## src/rtl/seq_pattern_detector.sv

```systemverilog
// Serial bit-pattern detector: matches PATTERN (MSB received first) on a 1-bit stream.
// Mealy/Moore output, overlapping or restart-on-match, input enable, saturating match counter.
module seq_pattern_detector #(
    parameter int               PAT_W   = 4,
    parameter logic [PAT_W-1:0] PATTERN = 4'b1101,
    parameter bit               OVERLAP = 1'b1,
    parameter bit               MOORE   = 1'b0,
    parameter int               CNT_W   = 8
) (
    input  logic             clk,
    input  logic             rst,
    input  logic             en,
    input  logic             in,
    input  logic             cnt_clr,
    output logic             out,
    output logic [CNT_W-1:0] match_cnt,
    output logic             cnt_sat
);

    localparam int SW = $clog2(PAT_W + 1);

    // Longest suffix of (first s pattern bits + b) that is also a pattern prefix.
    function automatic int kmp_next(input int s, input logic b);
        logic [16:0] seq;
        int          res;
        bit          ok;
        res = 0;
        seq = '0;
        for (int i = 0; i < s; i++) seq[i] = PATTERN[PAT_W-1-i];
        seq[s] = b;
        for (int k = 1; k <= s + 1; k++) begin
            if (k <= PAT_W) begin
                ok = 1'b1;
                for (int j = 0; j < k; j++)
                    if (seq[s+1-k+j] != PATTERN[PAT_W-1-j]) ok = 1'b0;
                if (ok) res = k;
            end
        end
        return res;
    endfunction

    function automatic int border_len();
        int res;
        bit ok;
        res = 0;
        for (int k = 1; k < PAT_W; k++) begin
            ok = 1'b1;
            for (int j = 0; j < k; j++)
                if (PATTERN[PAT_W-1-j] != PATTERN[k-1-j]) ok = 1'b0;
            if (ok) res = k;
        end
        return res;
    endfunction

    localparam int            BORDER   = border_len();
    localparam logic [SW-1:0] BORDER_S = SW'(BORDER);
    localparam logic [SW-1:0] RESTART  = OVERLAP ? BORDER_S : '0;

    logic [SW-1:0] nxt0 [PAT_W];
    logic [SW-1:0] nxt1 [PAT_W];

    for (genvar g = 0; g < PAT_W; g++) begin : g_tbl
        localparam int N0 = kmp_next(g, 1'b0);
        localparam int N1 = kmp_next(g, 1'b1);
        assign nxt0[g] = SW'(N0);
        assign nxt1[g] = SW'(N1);
    end

    logic [SW-1:0]    s_q, s_d, s_base, step;
    logic [CNT_W-1:0] match_cnt_q, match_cnt_d;
    logic             cnt_sat_q, cnt_sat_d;
    logic             hit, match_evt;

    always_comb begin
        s_base = s_q;
        // A completed Moore match resumes from the restart point before consuming the new bit.
        if (MOORE && (s_q == SW'(PAT_W))) s_base = RESTART;
        step = in ? nxt1[s_base] : nxt0[s_base];

        hit       = en & ~rst & (s_q == SW'(PAT_W - 1)) & (in == PATTERN[0]);
        s_d       = s_q;
        match_evt = 1'b0;
        if (en) begin
            if (!MOORE && hit) begin
                s_d       = RESTART;
                match_evt = 1'b1;
            end else begin
                s_d       = step;
                match_evt = MOORE && (step == SW'(PAT_W));
            end
        end

        out = MOORE ? (s_q == SW'(PAT_W)) : hit;

        match_cnt_d = match_cnt_q;
        if (cnt_clr)
            match_cnt_d = '0;
        else if (match_evt && !(&match_cnt_q))
            match_cnt_d = match_cnt_q + 1'b1;
        cnt_sat_d = &match_cnt_d;
    end

    always_ff @(posedge clk) begin
        if (rst) begin
            s_q         <= '0;
            match_cnt_q <= '0;
            cnt_sat_q   <= 1'b0;
        end else begin
            s_q         <= s_d;
            match_cnt_q <= match_cnt_d;
            cnt_sat_q   <= cnt_sat_d;
        end
    end

    assign match_cnt = match_cnt_q;
    assign cnt_sat   = cnt_sat_q;

endmodule

```

## config.mk

```make
export PLATFORM = sky130hd
export DESIGN_NAME = seq_pattern_detector
export DESIGN_NICKNAME = d
export VERILOG_FILES = /design/src/rtl/seq_pattern_detector.sv
export SDC_FILE = /design/constraint.sdc
export NUM_CORES = 1
export LEC_CHECK = 0
export CORE_MARGIN = 4
export CORE_UTILIZATION = 40
export DETAILED_ROUTE_END_ITERATION = 16
export GPL_TIMING_DRIVEN = 0
export PLACE_DENSITY_LB_ADDON = 0.15
export SLEW_MARGIN = 10
export SYNTH_ARGS = -nofsm -noshare
export SYNTH_HDL_FRONTEND = slang
export SYNTH_SLANG_ARGS = --single-unit
```

## constraint.sdc

```tcl
create_clock -name clk -period 4.4 [get_ports clk]
set_input_delay 0.88 -clock clk [delete_from_list [all_inputs] [get_ports clk]]
set_output_delay 0.88 -clock clk [all_outputs]
set_load 0.01 [all_outputs]
```

==> summary.txt <==
Power
  – Cell internal power dissipation: 0.000149 W
  – Switching pwr: 0.0000450 W
  – Power Density: 231 nW/µm²
  – Peak supply drop: 0.137 mV
  – Comb power frac: 7.7%
  – Leakage dissipation: 0.292 nW
  – Clock group share of total power: 34.9%
  – Sw frac: 23.2%
  – Relative contribution of sequential cells to total power: 57.4%

Yosys
  – Post-synthesis net count: 86
  – Cell type with the highest aggregate area in the netlist: sky130_fd_sc_hd__dfxtp_1
  – Mean Syn Cell Area: 8.53 µm²
  – Most common flop cell mapped by yosys: sky130_fd_sc_hd__dfxtp_1
  – Flop and latch count out of synthesis: 12
  – Fraction of synthesized cell area taken by the top area cell type: 36.6%
  – Synthesized area: 657 µm²
  – Area contributors post-synth: sky130_fd_sc_hd__dfxtp_1 (37%), sky130_fd_sc_hd__ha_1 (7.6%), sky130_fd_sc_hd__nor2_1 (5.1%), sky130_fd_sc_hd__nand2_1 (3.4%), sky130_fd_sc_hd__a21oi_1 (3.0%)
  – Number of enable flip-flop cells after synthesis: 0
  – Register area share after synthesis: 36.6%
  – Yosys warning total: 0
  – Asr flop ratio synth: 0%
  – Gate count after technology mapping: 77
  – Distinct cell type count of the synthesized netlist: 37

Timing
  – Relative max-transition margin: 67.1%
  – Setup violators final: 0
  – Pins over their slew limit: 0
  – Number of failing hold endpoints at the final stage: 0
  – Unrepaired setup endpoints after global routing: false
  – Tightest Pin Transition: 491 ps
  – Time the final worst path needs with I/O delays and setup: 3580 ps
  – Fmax: 0.279 GHz
  – Final sum of negative setup slack: 0 ps
  – Final clock skew: 0.630 ps
  – Part of the cycle the worst path needs: 81.4%

Clock network
  – Number of H-tree branching levels: 1
  – Root buffer cell: sky130_fd_sc_hd__clkbuf_4
  – Clock Sink Count: 12
  – Clk_lat worst skew: 270 ps
  – Hold_buf cts: 0
  – Clock transition time at the flip-flop clock pins of the worst setup and hold paths: 70 ps
  – Buffer count from post-CTS setup fixing: 0
  – Clock tree from TritonCTS: yes
  – Clock buffer count from CTS: 3
  – Post-cts resize count: 0
  – Clk buf depth: 2

Floorplan
  – Width of the chip: 48.5 µm
  – Placeable core area: 1520 µm²
  – Cell row count: 14
  – Top-level I/O count: 15
  – Chip Height: 48.5 µm
  – Initial core utilization: 43.1%
  – Die Area: 2350 µm²

Detailed routing
  – Length of the first detailed-routing pass in iterations: 4
  – Met1 layer wirelength in the final routing: 756 µm
  – Detailed router's first-iteration violation count: 14
  – Antenna Violating Nets Remaining: 0
  – WL met2: 645 µm
  – Via density: 5.85
  – Met3 wire len: 101 µm
  – Wire length per cell after detailed routing: 14.0 µm
  – Uppermost signal routing layer after detailed routing: met4
  – Total length of routed wires: 1540 µm
  – DRC violations left: 0
  – Total number of vias: 644

Placed design
  – Count of buffers from port buffering: 14
  – Detailed-placement wirelength estimate: 1120 µm
  – Final GP Congestion: 0.777

Setup path
  – Required time reported for the critical path endpoint: 3520 ps
  – Largest incremental delay on the critical path: 570 ps
  – Most frequent cell on the critical path: sky130_fd_sc_hd__clkdlybuf4s50_1
  – Arrival @ worst endpoint: 2700 ps
  – Crit Path Max Fanout: 10
  – Critical path start-end classification: primary input to primary output
  – CP Cell Sequence: clkdlybuf4s50_1, and4b_1, nand2_1, buf_2, inv_1, clkdlybuf4s50_1
  – Type of origin of the critical path: primary input
  – Sort of element at the end of the critical path: primary output
  – Slowest CP cell: sky130_fd_sc_hd__clkdlybuf4s50_1
  – Setup slack, reg-to-reg: 2470 ps

GRT
  – Wire length of the first global-routing pass: 2770 µm
  – Largest net degree at the start of global routing: 11
  – Initial antenna violation count: 0
  – Via count of the first global-routing pass: 615
  – All-Layer GR Usage: 14.9%
  – Total overflow reported by the global router: 0

Finish
  – Most frequent cells in the layout: sky130_fd_sc_hd__clkdlybuf4s50_1 (14), sky130_fd_sc_hd__dfxtp_1 (12), sky130_fd_sc_hd__nor2_1 (9)
  – Number of antenna diodes: 0
  – Fraction of final layout cells sized beyond drive strength 1: 7.45%
  – Final core utilization: 55.1%
  – Relative area change from synthesis to final layout: 27.8%
  – Leading cell type in the layout, fill and taps excluded: sky130_fd_sc_hd__clkdlybuf4s50_1
  – Net total in the final layout: 105

Worst hold path
  – HP Class: flop to flop

Run
  – Max cap viols: 0

Outcome
  – Status: finished clean
[power groups by stage]
stage	clock (W)	sequential [W]	combinational (W)
floorplan	0	0.000114	0.00000714
finish	0.0000675	0.000111	0.0000150
detailed placement	0	0.000114	0.0000148
global placement	0	0.000114	0.0000140
CTS	0.0000697	0.000111	0.0000150
global route	0.0000766	0.000112	0.0000166
[kinds of logic (layout without fill, tap and decap cells)]
family	Yosys count	after routing	share of synthesized area, %
compound gates	17	17	18.3
flops	12	12	36.6
simple gates	34	34	29.1
buf+inv	7	24	4.19
mux	1	1	1.52
fa+ha+maj	4	4	7.62
xor+xnor	2	2	2.67
[worst paths after layout]
kind	cells after the start	start	endpoint
worst max-delay path	6	en	out
worst min-delay path	2	s_base[2]	s_base[2]
worst max register to register	8	s_base[0]	cnt_sat
worst min register to register	2	s_base[2]	s_base[2]
[synthesized netlist by cell type (2+ instances only)]
library cell and number:
sky130_fd_sc_hd__a21oi_1 4, sky130_fd_sc_hd__a31oi_1 3, sky130_fd_sc_hd__and2_1 2, sky130_fd_sc_hd__dfxtp_1 12, sky130_fd_sc_hd__ha_1 4, sky130_fd_sc_hd__inv_1 5, sky130_fd_sc_hd__nand2_1 6, sky130_fd_sc_hd__nand3_1 2
sky130_fd_sc_hd__nor2_1 9, sky130_fd_sc_hd__nor3_1 2, sky130_fd_sc_hd__or4_1 2
[critical path: cells and delay by family]
family,cells,cell delay (ps)
and+or+nand+nor,2,370
buffers and inverters,4,1450
[layer usage]
layer / up-vias / global-route usage [%]
met5: - / 0
met2: 24 / 22.6
li1: 323 / -
met1: 292 / 18.4
met4: 0 / 6.73
met3: 5 / 5.52
[sequential cells by signal, indices dropped and copies added, names as in the netlist]
register / cells
match_cnt: 8
cnt_sat: 1
s_base: 3
[per-stage QoR]
| step | hold slack [ps] | total power, W | setup WS (ps) | area (µm²) | instances |
|---|---|---|---|---|---|
| final | 437 | 0.000194 | 816 | 840 | 110 |
| after global routing | 466 | 0.000205 | 737 | 840 | 110 |
| after CTS | 442 | 0.000196 | 827 | 840 | 110 |
| after detailed placement | 431 | 0.000129 | 828 | 817 | 107 |
| after global placement | 418 | 0.000128 | 828 | 817 | 107 |
| after floorplan | 408 | 0.000121 | 2070 | 657 | 77 |
[final cells by class]
class	count	area [µm²]
flip-flops and latches	12	240
fillers	144	684
repair buffers	14	140
well taps	16	20.0
multi-input cells	58	389
plain buffers	2	8.76
clock buffers	3	22.5
inverters	5	18.8
No activity file was read; power rests on OpenSTA's default activity.
